## src/rtl/wb_sram_arb2_if.sv

```systemverilog
// Wishbone bus bundle used between the two requesters, the arbiter and the
// SRAM controller. One instance carries one Wishbone connection.
//
// Signals:
//   cyc, stb, we, tga   control, driven by the master
//   adr [adr_width]     word address, driven by the master
//   sel [2]             byte selects, driven by the master
//   dat_w [16]          write data, driven by the master
//   dat_r [16]          read data, driven by the slave
//   ack                 acknowledge, driven by the slave
//
// Modports:
//   master  the side that starts cycles
//   slave   the side that answers them
interface wb_sram_arb2_if #(
  parameter int adr_width = 19
);
  logic                 cyc;
  logic                 stb;
  logic                 we;
  logic                 tga;
  logic [adr_width-1:0] adr;
  logic [1:0]           sel;
  logic [15:0]          dat_w;
  logic [15:0]          dat_r;
  logic                 ack;

  modport master (
    output cyc, stb, we, tga, adr, sel, dat_w,
    input  dat_r, ack
  );

  modport slave (
    input  cyc, stb, we, tga, adr, sel, dat_w,
    output dat_r, ack
  );
endinterface

```

## src/rtl/wb_sram_arb2.sv

```systemverilog
// Two-master Wishbone arbiter in front of the single 16-bit SRAM controller.
// Master 0 is the CPU, master 1 a secondary requester such as video fetch or
// DMA. One master is granted at a time. Its cycle is routed to the SRAM
// controller, and only that master sees the acknowledge.
//
// Ports:
//   clk    clock
//   reset  synchronous, active-high reset
//   m0     Wishbone slave port facing master 0
//   m1     Wishbone slave port facing master 1
//   s      Wishbone master port facing the SRAM controller
//   gnt    one-hot current grant: 01 = m0, 10 = m1, 00 = none
//
// Parameters:
//   adr_width  word-address width passed through
//   prio_mode  0 = round-robin, 1 = fixed priority with m0 always winning
//   max_burst  acks per grant (1..15) before a forced release, applied only
//              when the other master is waiting
module wb_sram_arb2 #(
  parameter int adr_width = 19,
  parameter int prio_mode = 0,
  parameter int max_burst = 4
) (
  input  logic             clk,
  input  logic             reset,
  wb_sram_arb2_if.slave    m0,
  wb_sram_arb2_if.slave    m1,
  wb_sram_arb2_if.master   s,
  output logic [1:0]       gnt
);

  typedef enum logic [1:0] {
    IDLE  = 2'd0,
    GNT0  = 2'd1,
    GNT1  = 2'd2,
    DRAIN = 2'd3
  } state_t;

  state_t               state;
  logic                 last_gnt;     // 0 = m0 was granted last, 1 = m1
  logic [3:0]           burst_cnt;
  logic                 outstanding;

  logic                 req0;
  logic                 req1;
  logic                 granted;
  logic                 pick1;
  logic                 cur_cyc;
  logic                 cur_stb;
  logic                 other_req;
  logic                 burst_done;
  logic [adr_width-1:0] adr_mux;

  assign req0    = m0.cyc & m0.stb;
  assign req1    = m1.cyc & m1.stb;
  assign pick1   = (state == GNT1);
  assign granted = (state == GNT0) || (state == GNT1);

  assign cur_cyc   = pick1 ? m1.cyc : m0.cyc;
  assign cur_stb   = pick1 ? m1.stb : m0.stb;
  assign other_req = pick1 ? req0 : req1;

  // Widened by one bit so that the +1 cannot wrap when the counter has
  // saturated at 15.
  assign burst_done = ({1'b0, burst_cnt} + 5'd1) >= 5'(max_burst);

  // Slave side is a plain mux of the granted master. cyc/stb are forced low
  // outside a grant, which covers IDLE, DRAIN and the cycle after a release.
  assign adr_mux = pick1 ? m1.adr : m0.adr;
  assign s.adr   = adr_mux;
  assign s.dat_w = pick1 ? m1.dat_w : m0.dat_w;
  assign s.sel   = pick1 ? m1.sel   : m0.sel;
  assign s.we    = pick1 ? m1.we    : m0.we;
  assign s.tga   = pick1 ? m1.tga   : m0.tga;
  assign s.cyc   = granted & cur_cyc;
  assign s.stb   = granted & cur_cyc & cur_stb;

  // Read data fans out to both masters; the ack alone tells them apart.
  assign m0.dat_r = s.dat_r;
  assign m1.dat_r = s.dat_r;
  assign m0.ack   = (state == GNT0) & s.ack;
  assign m1.ack   = (state == GNT1) & s.ack;

  always_ff @(posedge clk) begin
    if (reset) begin
      state       <= IDLE;
      gnt         <= 2'b00;
      last_gnt    <= 1'b1;
      burst_cnt   <= 4'd0;
      outstanding <= 1'b0;
    end else begin
      if (s.ack) begin
        outstanding <= 1'b0;
      end else if (s.stb) begin
        outstanding <= 1'b1;
      end

      if (s.ack && (burst_cnt != 4'hF)) begin
        burst_cnt <= burst_cnt + 4'd1;
      end

      case (state)
        IDLE: begin
          // m0 wins if it is alone, if m0 has fixed priority, or if m1 was
          // the last one served.
          if (req0 && (!req1 || (prio_mode != 0) || last_gnt)) begin
            state     <= GNT0;
            gnt       <= 2'b01;
            last_gnt  <= 1'b0;
            burst_cnt <= 4'd0;
          end else if (req1) begin
            state     <= GNT1;
            gnt       <= 2'b10;
            last_gnt  <= 1'b1;
            burst_cnt <= 4'd0;
          end
        end

        GNT0, GNT1: begin
          if (s.ack && burst_done && other_req) begin
            state <= IDLE;
            gnt   <= 2'b00;
          end else if (!cur_cyc) begin
            // An ack in this very cycle completes the access, so only an
            // access that is still open needs draining.
            if (outstanding && !s.ack) begin
              state <= DRAIN;
            end else begin
              state <= IDLE;
            end
            gnt <= 2'b00;
          end
        end

        DRAIN: begin
          if (s.ack) begin
            state <= IDLE;
          end
        end

        default: begin
          state <= IDLE;
          gnt   <= 2'b00;
        end
      endcase
    end
  end

endmodule

```

## src/flat_wrapper.sv

```systemverilog
// flat-port wrapper written by rule: the top's interface ports become plain ports
module wb_sram_arb2_flat 
#(
  parameter int adr_width = 19,
  parameter int prio_mode = 0,
  parameter int max_burst = 4
)
  (clk, reset, gnt, m0_cyc, m0_stb, m0_we, m0_tga, m0_adr, m0_sel, m0_dat_w, m0_dat_r, m0_ack, m1_cyc, m1_stb, m1_we, m1_tga, m1_adr, m1_sel, m1_dat_w, m1_dat_r, m1_ack, s_cyc, s_stb, s_we, s_tga, s_adr, s_sel, s_dat_w, s_dat_r, s_ack);
  wb_sram_arb2_if #(.adr_width(adr_width)) m0_i ();
  wb_sram_arb2_if #(.adr_width(adr_width)) m1_i ();
  wb_sram_arb2_if #(.adr_width(adr_width)) s_i ();
  input  logic clk;
  input  logic reset;
  output logic [1:0] gnt;
  input wire logic [$bits(m0_i.cyc)-1:0] m0_cyc;
  input wire logic [$bits(m0_i.stb)-1:0] m0_stb;
  input wire logic [$bits(m0_i.we)-1:0] m0_we;
  input wire logic [$bits(m0_i.tga)-1:0] m0_tga;
  input wire logic [$bits(m0_i.adr)-1:0] m0_adr;
  input wire logic [$bits(m0_i.sel)-1:0] m0_sel;
  input wire logic [$bits(m0_i.dat_w)-1:0] m0_dat_w;
  output wire logic [$bits(m0_i.dat_r)-1:0] m0_dat_r;
  output wire logic [$bits(m0_i.ack)-1:0] m0_ack;
  input wire logic [$bits(m1_i.cyc)-1:0] m1_cyc;
  input wire logic [$bits(m1_i.stb)-1:0] m1_stb;
  input wire logic [$bits(m1_i.we)-1:0] m1_we;
  input wire logic [$bits(m1_i.tga)-1:0] m1_tga;
  input wire logic [$bits(m1_i.adr)-1:0] m1_adr;
  input wire logic [$bits(m1_i.sel)-1:0] m1_sel;
  input wire logic [$bits(m1_i.dat_w)-1:0] m1_dat_w;
  output wire logic [$bits(m1_i.dat_r)-1:0] m1_dat_r;
  output wire logic [$bits(m1_i.ack)-1:0] m1_ack;
  output wire logic [$bits(s_i.cyc)-1:0] s_cyc;
  output wire logic [$bits(s_i.stb)-1:0] s_stb;
  output wire logic [$bits(s_i.we)-1:0] s_we;
  output wire logic [$bits(s_i.tga)-1:0] s_tga;
  output wire logic [$bits(s_i.adr)-1:0] s_adr;
  output wire logic [$bits(s_i.sel)-1:0] s_sel;
  output wire logic [$bits(s_i.dat_w)-1:0] s_dat_w;
  input wire logic [$bits(s_i.dat_r)-1:0] s_dat_r;
  input wire logic [$bits(s_i.ack)-1:0] s_ack;
  assign m0_i.cyc = m0_cyc;
  assign m0_i.stb = m0_stb;
  assign m0_i.we = m0_we;
  assign m0_i.tga = m0_tga;
  assign m0_i.adr = m0_adr;
  assign m0_i.sel = m0_sel;
  assign m0_i.dat_w = m0_dat_w;
  assign m0_dat_r = m0_i.dat_r;
  assign m0_ack = m0_i.ack;
  assign m1_i.cyc = m1_cyc;
  assign m1_i.stb = m1_stb;
  assign m1_i.we = m1_we;
  assign m1_i.tga = m1_tga;
  assign m1_i.adr = m1_adr;
  assign m1_i.sel = m1_sel;
  assign m1_i.dat_w = m1_dat_w;
  assign m1_dat_r = m1_i.dat_r;
  assign m1_ack = m1_i.ack;
  assign s_cyc = s_i.cyc;
  assign s_stb = s_i.stb;
  assign s_we = s_i.we;
  assign s_tga = s_i.tga;
  assign s_adr = s_i.adr;
  assign s_sel = s_i.sel;
  assign s_dat_w = s_i.dat_w;
  assign s_i.dat_r = s_dat_r;
  assign s_i.ack = s_ack;
  wb_sram_arb2 #(.adr_width(adr_width), .prio_mode(prio_mode), .max_burst(max_burst)) u_core (.clk(clk), .reset(reset), .m0(m0_i), .m1(m1_i), .s(s_i), .gnt(gnt));
endmodule
```

## config.mk

```make
export PLATFORM = sky130hd
export DESIGN_NAME = wb_sram_arb2_flat
export DESIGN_NICKNAME = d
export VERILOG_FILES = /design/src/rtl/wb_sram_arb2_if.sv /design/src/rtl/wb_sram_arb2.sv /design/src/flat_wrapper.sv
export SDC_FILE = /design/constraint.sdc
export NUM_CORES = 1
export LEC_CHECK = 0
export BUFFER_PORTS_ARGS = -buffer_cell sky130_fd_sc_hd__buf_2
export CORE_MARGIN = 3
export CORE_UTILIZATION = 32
export DETAILED_ROUTE_END_ITERATION = 8
export GPL_TIMING_DRIVEN = 0
export MAX_ROUTING_LAYER = met4
export PLACE_DENSITY_LB_ADDON = 0.3
export SLEW_MARGIN = 5
export SYNTH_ARGS = -nofsm -noshare
export SYNTH_HDL_FRONTEND = slang
export SYNTH_SLANG_ARGS = --single-unit
```

## constraint.sdc

```tcl
create_clock -name clk -period 2.35 [get_ports clk]
set_input_delay 0.47 -clock clk [delete_from_list [all_inputs] [get_ports clk]]
set_output_delay 0.47 -clock clk [all_outputs]
set_load 0.02 [all_outputs]
```

* Word level (Yosys, flattened, before mapping)
Index checks and enable logic that the tools add are counted.
Storage, ports and cells: memory bits (writable) 0, memory bits (read-only) 0, register bits after elaboration 10, latch bits 0, memories 0, word-level logic and storage cells 62, output and inout bits 77, input bits 101
Operators by class: bitwise logic cells 6, multiply operators 0, divide/modulo/power cells 0, $add $sub $neg 2, reduce and logical (&&, ||, !) cells 17, $lt $le $gt $ge 1, multiplexer cells 24, shift operators 0, equality and inequality tests 7
Operator list (number):
- $mux W19 | 1
- $mux W2 | 9
- $mux W16 | 1
- $mux W4 | 4
- $mux W1 | 7
- $and A1 B1 Y1 | 6
- $pmux W2 S3 | 1
- $reduce_and A3 Y1 | 2
- $add A4 B1 Y5 const B | 1
- $ge A5 B3 Y1 const B | 1
- $logic_and A1 B1 Y1 | 5
- $add A4 B1 Y4 const B | 1
- $eq A2 B2 Y1 const B | 2
- $ne A4 B4 Y1 const B | 1
- $pmux W2 S2 | 1
- $reduce_bool A2 Y1 | 2
- $reduce_or A2 Y1 | 2
- $ne A3 B1 Y1 const B | 1
- $ne A3 B3 Y1 const B | 1
- $eq A2 B1 Y1 const B | 1
- $logic_not A1 Y1 | 2
- $logic_not A2 Y1 | 1
- $logic_or A1 B1 Y1 | 2
- $ne A2 B2 Y1 const B | 1
- $reduce_and A2 Y1 | 1

* Logic depth before layout (Yosys ltp)
Gate-level depths: netlist of run 1.
depth after elaboration 6, mapped depth 8, mapped depth without buffers 7

* Least setup slack after synthesis of run 1
No wires, ideal clock.
path kind register -> output, start register u_core.state[0], end output s_adr[0], slack 432 ps, buffers on the path 2, arrival 1448 ps, cell stages (with the launch flop) 6, required time 1880 ps, cell sequence dfxtp_1 > inv_1 > ha_1 > buf_6 > clkbuf_1 > mux2_2
On the way: cells in the longest elaborated chain, start to end 2
Ends and longest elaborated chain:
- start: declaration | line wb_sram_arb2.sv:39 | state_t state;
- start signal: assignment | line wb_sram_arb2.sv:86 | state <= IDLE;
- start signal: assignment | line wb_sram_arb2.sv:107 | state <= GNT0;
- start signal: assignment | line wb_sram_arb2.sv:112 | state <= GNT1;
- $eq A2 B2 Y1 | line wb_sram_arb2.sv:56 | assign pick1 = (state == GNT1);
- $mux W19 | line wb_sram_arb2.sv:69 | assign adr_mux = pick1 ? m1.adr : m0.adr;
- end: declaration | line flat_wrapper.sv:37 | output wire logic [$bits(s_i.adr)-1:0] s_adr;
Every way passes these cells.

* Final worst setup path of run 1
start register u_core.state[0], end output s_dat_w[4]
On the way: cells in the longest elaborated chain, start to end 2
Ends and longest elaborated chain:
- $eq A2 B2 Y1 | line wb_sram_arb2.sv:56
- $mux W16 | line wb_sram_arb2.sv:71 | assign s.dat_w = pick1 ? m1.dat_w : m0.dat_w;
- end: declaration | line flat_wrapper.sv:39 | output wire logic [$bits(s_i.dat_w)-1:0] s_dat_w;
Every way passes these cells.

==> metrics.cfg, run 1 <==
[clock_network]
cts.sinks = 10
cts_buffers = 3
root_buffer = clkbuf_8
cts_max_level = 1
cts_setup_buffers = 0
cts_buffer_depth = 2
hold_buffers = 0
cts_tree = built
clk_pin_slew_ps = 50
clk_latency_ps = 240

[finish]
final_common_cell = buf_2
final_cell_mix = buf_2, mux2_2, buf_4
drive_gt1_frac = 0.774
fin_util = 0.591
diodes = 0
stdcell_area_um2 = 2260
area_delta_synth_final_pct = 69.7
final_nets = 426

[detailed_routing]
dr.pass1.iters = 4
routedWlPerCell_um = 14.0
viasPerCell = 4.58
vias = 1676
wl_um = 5110
antenna_left = 0
drt_iter0_drc = 55
drc_errors = 0

[sta]
tns_ps = 0
final_max_slew_viol_count = 0
grt_setup_unrepaired = no
layout_min_cycle_time_ps = 2240
tightest_slew_ps = 265
max_freq_ghz = 0.447
finalSetupViolCount = 0
final.setup_skew_ps = 2.70
max_slew_margin = 0.821
hold_viol = 0
period_share = 0.953

[synth]
synth_xor_area_frac = 0.00657
syn_area_per_cell_um2 = 8.65
synth_area_um2 = 1330
ys_ff_latch = 10
synth_cell_type_count = 33
seq_area_frac_synth = 0.150
synth_top_family_by_area = multiplexers
synth_top_area_share = 0.330
muxShareOfSynthArea = 0.348
yosysWarnings = 0
synth_area_leaders = mux2_2, buf_4, dfxtp_1
syn_inst = 154
synth_ff_type = dfxtp_1
synth_adder_area_share = 0.0563
yosys.area_share.simple = 0.106
synthArstFlopShare = 0
syn_nets = 261
yosysTopAreaCell = mux2_2
synth_edf_count = 0
synth_compound_area_frac = 0.109

[critical_path]
slowest_delay_ps = 350
setup.worst_path.end_class = output pin
required_ps = 1880
arrival_ps = 1770
critPathKind = flip-flop to output pin
cp_slowest_cell = mux2_2
path_cells = inv_1 -> ha_1 -> buf_6 -> buf_4 -> mux2_2 -> buf_2
cp_top_family = buffers and inverters
critPathLaunchType = flip-flop
path_max_fanout = 17
crit_buf_inv = 4

[global_routing]
antenna_found_initial = 0
grt_use_total = 0.191
grt_overflow_total = 0
busiest_layer = met2
use_met2 = 0.379
grt_max_degree = 18
met3_usage = 0.0384
grt_pass1_wl_um = 7580
grt_pass1_vias = 1709
use_met1 = 0.184

[floorplan]
io_pins = 178
dieArea_um2 = 4970
fp.dieH_um = 70.5
core-area_um2 = 3830
start_util = 0.348
die_width_um = 70.5
num_rows = 22

[place]
dp_hpwl_um = 4530
gp_congestion = 0.809
io_buffers = 161
dpl_cell_area_um2 = 2200

[flow_run]
cap_viol_max_count = 0

[power_and_ir_drop]
p_leak_nw = 1.27
peakVddDrop_v = 0.000385
power_density_nw_per_um2 = 807

[min_path]
hold_class = input pin to flip-flop

[run_status]
status = finished, final reports clean

[worst paths after layout]
| path | start | endpoint | slack [ps] | cells past startpoint |
|---|---|---|---|---|
| hold / removal | reset | u_core.state[0] | 480 | 2 |
| setup reg to reg | u_core.state[0] | u_core.state[1] | 320 | 8 |
| hold reg to reg | u_core.gnt[1] | u_core.gnt[1] | 500 | 2 |
| setup / recovery | u_core.state[0] | s_dat_w[4] | 110 | 6 |
[layer usage]
metal | up-vias | share of wire
met2 | 77 | 0.57
met5 | - | 0
met3 | 10 | 0.069
li1 | 834 | -
met4 | 0 | 0.022
met1 | 755 | 0.34
[synthesized netlist by cell type (3+ instances only)]
| master | number |
|---|---|
| mux2_2 | 39 |
| buf_4 | 32 |
| nand2_1 | 11 |
| dfxtp_1 | 10 |
| nor2_1 | 8 |
| inv_1 | 7 |
| ha_1 | 6 |
| a21oi_1 | 5 |
| clkbuf_1 | 4 |
| o21ai_0 | 4 |
| and2_1 | 3 |
[where the power goes]
part           leakage (nW)  switching (mW)  total, mW  internal [mW]
sequential           0.0818          0.0264      0.231          0.205
combinational          1.16           0.761       1.37          0.612
clock                0.0288          0.0726      0.220          0.148
[cell families (layout without fill, tap and decap cells)]
logic type | count (synthesis) | count (layout)
AO/OA/AOI/OAI | 20 | 20
XOR/XNOR | 1 | 1
adder cells (fa/ha/maj) | 6 | 6
buffers and inverters | 45 | 209
flip-flops | 10 | 10
multiplexers | 41 | 41
AND/OR/NAND/NOR | 31 | 31
[what timing repair did]
action	in CTS	in global routing
hold endpoints to repair	0	0
gates resized for setup	3	9
setup endpoints to repair	39	30
[flip-flops by register name, summed over array words and instances (netlist names)]
register,cells
u_core.last_gnt,1
u_core.state,2
u_core.outstanding,1
u_core.burst_cnt,4
u_core.gnt,2
[worst register-to-register path, delay by kind of cell, from the launching register on]
family / cells / cell delay [ps]
flops: 1 / 350
mux: 1 / 320
fa+ha+maj: 1 / 210
buf+inv: 2 / 260
compound gates: 3 / 690
simple gates: 1 / 90
[per-stage QoR]
| step | hold WS (ps) | worst slack [ps] | std cells | power, mW |
|---|---|---|---|---|
| global route | 497 | 12.3 | 366 | 1.94 |
| detailed placement | 477 | 160 | 363 | 1.60 |
| finish | 483 | 111 | 366 | 1.82 |
| global placement | 471 | 172 | 363 | 1.58 |
| floorplan | 467 | 432 | 154 | 1.20 |
| CTS | 486 | 1.42 | 366 | 1.82 |
[layout make-up]
class	instances	area (µm²)
Buffer	37	279
Clock buffer	4	55.1
Fill cell	357	1570
Inverter	7	26.3
Multi-Input combinational cell	99	835
Sequential cell	10	200
Tap cell	48	60.1
Timing Repair Buffer	161	806
Power figures use the tool's default switching activity.
==> run 2, diff against run 1 <==
- ABC_AREA: default -> 1
- CORE_UTILIZATION: 32 -> 33
==> run 2 against run 1 <==
  * Total power shrank 25%
  * Register-to-register slack improved by 430 ps
  * Final cell count increased by 29%
  * Die area rose by 2.4%
  * Final area up 3.0%
  * Flip-flop and latch count unchanged
  * Critical path depth grew 3
  * Count of clock-buffer cells in the layout unchanged
  * Maximum frequency grew 1.7%
==> metrics.cfg, run 2 <==
[sta]
final_max_slew_viol_count = 0
fin_hold_ws_ps = 474
tns_ps = 0
period_share = 0.937
max_freq_ghz = 0.454
tightest_slew_ps = 421
max_slew_margin = 0.719
grt_setup_unrepaired = no
finalSetupViolCount = 0
layout_min_cycle_time_ps = 2200
hold_viol = 0
final.setup_skew_ps = 3.08

[clock_network]
cts.sinks = 10
clk_pin_slew_ps = 40
root_buffer = clkbuf_8
hold_buffers = 0
cts_max_level = 1
cts_setup_buffers = 0
clk_latency_ps = 230
cts_buffer_depth = 2
cts_tree = built
cts_buffers = 3

[power_and_ir_drop]
power_frac_comb = 0.695
clkPwrFrac = 0.153
power.switching_mw = 0.686
power_frac_seq = 0.152
p_total_mw = 1.37
power_density_nw_per_um2 = 590
p_sw_frac = 0.499
p_leak_nw = 1.56
peakVddDrop_v = 0.000473
p_int_mw = 0.688

[detailed_routing]
dr.pass1.iters = 5
wl_um = 5220
drc_errors = 0
drt_iter0_drc = 51
viasPerCell = 4.33
vias = 2046
antenna_left = 0
routedWlPerCell_um = 11.1

[synth]
yosysTopAreaCell = nand2_1
synth_ff_type = dfxtp_1
syn_nets = 366
synth_compound_area_frac = 0.0568
syn_inst = 259
synth_xor_area_frac = 0.00621
seq_area_frac_synth = 0.142
synth_adder_area_share = 0.0532
yosysWarnings = 0
ys_top_cells_by_count = nand2_1, buf_4, inv_1
synth_top_area_share = 0.375
synth_edf_count = 0
synth_top_family_by_area = simple AND/OR/NAND/NOR gates
yosys.area_share.simple = 0.478
synthArstFlopShare = 0
synth_most_common_cell = nand2_1
synth_area_leaders = nand2_1, buf_4, dfxtp_1
synth_area_um2 = 1410
muxShareOfSynthArea = 0.00710
ys_ff_latch = 10
synth_cell_type_count = 27
syn_area_per_cell_um2 = 5.44

[critical_path]
crit_buf_inv = 5
reg2regPathDepth = 12
reg2reg_slack_ps = 750
critPathLaunchType = flip-flop
cp_slowest_cell = dfxtp_1
cp_top_family = buffers and inverters
path_max_fanout = 7
setup.worst_path.end_class = output pin
arrival_ps = 1730
path_cells = inv_1 -> ha_1 -> buf_6 -> inv_2 -> o21ai_2 -> nor2_2 -> nand2_1 -> inv_1 -> buf_2
critPathKind = flip-flop to output pin
cpMostUsedCell = inv_1
rr_endpoint = u_core.gnt[0]
required_ps = 1880
slowest_delay_ps = 370
reg2reg_from = u_core.state[0]

[global_routing]
antenna_found_initial = 0
grt_use_total = 0.197
grt_pass1_vias = 1827
grt_overflow_total = 0
grt_max_degree = 20
grt_pass1_wl_um = 8140

[finish]
diodes = 0
final_common_cell = buf_2
drive_gt1_frac = 0.502
final_nets = 530
fin_util = 0.574
largest_register_ffs = 4
largestRegisters = u_core.burst_cnt (4), u_core.gnt (2), u_core.state (2)
area_delta_synth_final_pct = 65.1
final_cell_mix = buf_2, nand2_1, buf_4
largest-register = u_core.burst_cnt

[min_path]
whs_endpoint = u_core.state[0]
holdPathStages = 2
hold_class = input pin to flip-flop
min_from = reset

[floorplan]
dieArea_um2 = 5090
die_width_um = 71.4
fp.dieH_um = 71.4
num_rows = 23
core-area_um2 = 4060
start_util = 0.348
io_pins = 178

[run_status]
status = finished, final reports clean

[flow_run]
cap_viol_max_count = 0

[place]
dp_hpwl_um = 4500
gp_congestion = 0.956
io_buffers = 160

run 2: area by class of cell:
type	instances	area [µm²]
Timing Repair Buffer	160	801
Multi-Input combinational cell	189	848
Buffer	41	294
Tap cell	50	62.6
Fill cell	408	1730
Inverter	18	67.6
Sequential cell	10	200
Clock buffer	4	55.1
run 2: power groups by stage:
stage	Sequential [mW]	Clock (mW)	Combinational [mW]
global placement	0.212	0	0.946
detailed placement	0.212	0	0.957
finish	0.209	0.210	0.954
global route	0.213	0.223	1.06
floorplan	0.220	0	0.625
CTS	0.209	0.214	0.960
run 2: cell families (layout without fill, tap and decap cells):
family | Yosys count | in the layout
DFF | 10 | 10
AOI/OAI and AO/OA | 14 | 14
and+or+nand+nor | 167 | 167
xor gates and xnor gates | 1 | 1
buffers and inverters | 60 | 223
adders and majority gates | 6 | 6
muxes | 1 | 1
run 2: worst max path at each step:
stage | end | depth (start not counted) | from | slack, ps
6_report | s_stb | 9 | u_core.state[0] | 150
5_1_grt | s_stb | 9 | u_core.state[0] | 5
3_5_place_dp | s_dat_w[13] | 9 | u_core.state[0] | 210
2_1_floorplan | s_stb | 8 | u_core.state[0] | 470
3_3_place_gp | s_dat_w[12] | 9 | u_core.state[0] | 250
4_1_cts | s_adr[17] | 8 | u_core.state[0] | 20
run 2: timing repair:
action                     in CTS  in global routing
setup endpoints to repair      10                 39
gates resized for setup         0                  6
cloned                          0                  0
run 2: per-layer routing:
metal / vias up / part of all wire / track usage
met5: - / 0 / -
met4: 0 / 0.013 / 0.0418
li1: 1078 / - / -
met3: 9 / 0.078 / 0.0238
met1: 861 / 0.38 / 0.214
met2: 98 / 0.53 / 0.379
run 2: per-stage QoR:
| step | cells | setup WS, ps | area [µm²] |
|---|---|---|---|
| floorplan | 259 | 474 | 1410 |
| global placement | 469 | 247 | 2270 |
| finish | 472 | 147 | 2330 |
| detailed placement | 469 | 214 | 2270 |
| CTS | 472 | 15.3 | 2320 |
| global route | 472 | 4.84 | 2330 |
==> run 3, diff against run 2 <==
--- a/config.mk
+++ b/config.mk
@@ -7,6 +7,5 @@
 export LEC_CHECK = 0
-export ABC_AREA = 1
 export BUFFER_PORTS_ARGS = -buffer_cell sky130_fd_sc_hd__buf_2
 export CORE_MARGIN = 3
-export CORE_UTILIZATION = 33
+export CORE_UTILIZATION = 32
 export DETAILED_ROUTE_END_ITERATION = 8
==> constraint.sdc (replaced) <==
create_clock -name clk -period 2.35 [get_ports clk]
set_input_delay 0.3525 -clock clk [delete_from_list [all_inputs] [get_ports clk]]
set_output_delay 0.3525 -clock clk [all_outputs]
set_load 0.02 [all_outputs]
==> run 3 against run 2 <==
  * Combinational power rose by 43%
  * Flip-flop and latch count did not move
  * Critical path depth fell by 3
  * Utilization rose by 1.5 points
  * Global-route usage fell by 0.61 points
  * Sequential share of layout area rose by 0.29 points
  * Wire length fell by 2.6%
  * Die area fell by 2.3%
  * Clock power rose by 3%
  * Via count fell by 18%
  * Total power rose by 32%
  * Critical endpoint is now s_dat_w[4]
  * Largest cell class unchanged
  * Largest power group unchanged
==> metrics.cfg, run 3 (synthesis gave the netlist of run 1 again) <==
[detailed_routing]
wl_met2_um = 2880
wl_um = 5090
viasPerCell = 4.58
routedWlPerCell_um = 13.9
dr.pass1.iters = 4
top_layer_used = met4
drc_errors = 0
dr_wl_met3_um = 353
drt_iter0_drc = 62
vias = 1675
wl_met1_um = 1740
antenna_left = 0

[clock_network]
clk_pin_slew_ps = 50
root_buffer = clkbuf_8
cts.sinks = 10
cts_max_level = 1
clk_latency_ps = 240
cts_tree = built
cts_buffers = 3
cts_buffer_depth = 2

[power_and_ir_drop]
p_total_mw = 1.81
peakVddDrop_v = 0.000397
power_density_nw_per_um2 = 803
p_leak_nw = 1.26

[finish]
final_cell_mix = buf_2, mux2_2, buf_4
fin_util = 0.589
final_nets = 426
area_delta_synth_final_pct = 69.1
largest_register_ffs = 4
fillers = 359
largestRegisters = u_core.burst_cnt (4), u_core.gnt (2), u_core.state (2)
final_common_cell = buf_2
diodes = 0
fin_cells = 366
largest-register = u_core.burst_cnt
drive_gt1_frac = 0.774

[critical_path]
path_max_fanout = 17
reg2reg_slack_ps = 310
path_cells = inv_1 -> ha_1 -> buf_6 -> clkbuf_2 -> mux2_2 -> buf_2
rr_endpoint = u_core.state[1]
setup.worst_path.end_class = output pin
critPathKind = flip-flop to output pin
critPathLaunchType = flip-flop
slowest_delay_ps = 370
reg2reg_from = u_core.state[0]
required_ps = 2000
arrival_ps = 1860
cp_slowest_cell = mux2_2
reg2regPathDepth = 8

[sta]
tns_ps = 0
max_slew_margin = 0.821
layout_min_cycle_time_ps = 2210
finalSetupViolCount = 0
hold_viol = 0
final_max_slew_viol_count = 0
grt_setup_unrepaired = no
layout_setup_ws_ps = 138
final.setup_skew_ps = 5.93
max_freq_ghz = 0.452
period_share = 0.941
tightest_slew_ps = 265

[floorplan]
io_pins = 178
fp.dieH_um = 70.5
start_util = 0.348
dieArea_um2 = 4970
core-area_um2 = 3830
num_rows = 22
die_width_um = 70.5

[min_path]
holdPathStages = 2
whs_endpoint = u_core.state[0]
min_from = reset
hold_class = input pin to flip-flop

[global_routing]
grt_pass1_wl_um = 7580
antenna_found_initial = 0
grt_use_total = 0.191
grt_pass1_vias = 1697
grt_max_degree = 11
grt_overflow_total = 0

[run_status]
status = finished, final reports clean

[place]
post-place-cells = 363
dp_hpwl_um = 4530
gp_congestion = 0.809
io_buffers = 161
dp_slack_ps = 278

[flow_run]
cap_viol_max_count = 0

-- run 3: metal layers --
| metal | vias up | global-route usage |
|---|---|---|
| met4 | 0 | 0.0459 |
| li1 | 836 | - |
| met3 | 10 | 0.0384 |
| met2 | 80 | 0.378 |
| met1 | 749 | 0.188 |
| met5 | - | - |
-- run 3: layout make-up --
type | instances | area (µm²) | area share
clock buffer | 4 | 55.1 | 0.0244
multi-input combinational | 99 | 835 | 0.370
tap | 48 | 60.1 | 0.0267
buffer | 37 | 272 | 0.120
inverter | 7 | 26.3 | 0.0117
sequential | 10 | 200 | 0.0888
timing repair buffer | 161 | 806 | 0.358
-- run 3: where the power goes --
part	switching (mW)	internal, mW
logic	0.762	0.599
registers	0.0262	0.205
clock network	0.0700	0.147
-- run 3: worst max-delay path by stage --
stage / startpoint / to / slack [ps] / cells after the start
after floorplan: u_core.state[0] / u_core.state[0] / 510 / 8
after global placement: u_core.state[0] / s_dat_w[4] / 290 / 6
after detailed placement: u_core.state[0] / s_we / 280 / 6
after CTS: u_core.state[0] / s_we / 20 / 6
after global routing: u_core.state[0] / s_adr[8] / 30 / 6
final: u_core.state[0] / s_dat_w[4] / 140 / 6
-- run 3: what timing repair did --
action	in CTS	in global routing
gates resized for setup	0	6
setup buffers	0	0
endpoints found under the setup margin	0	39
hold buffers	0	0
-- run 3: metrics by stage --
step,hold slack (ps),area (µm²)
after floorplan,419,1330
after global placement,471,2200
after detailed placement,477,2200
after CTS,369,2250
after global routing,379,2250
final,370,2250
-- run 3: worst max-delay path: cells and delay by family (launching register included) --
family | cells | cell delay, ps
fa+ha+maj | 1 | 180
flops | 1 | 320
buf+inv | 4 | 750
mux | 1 | 370
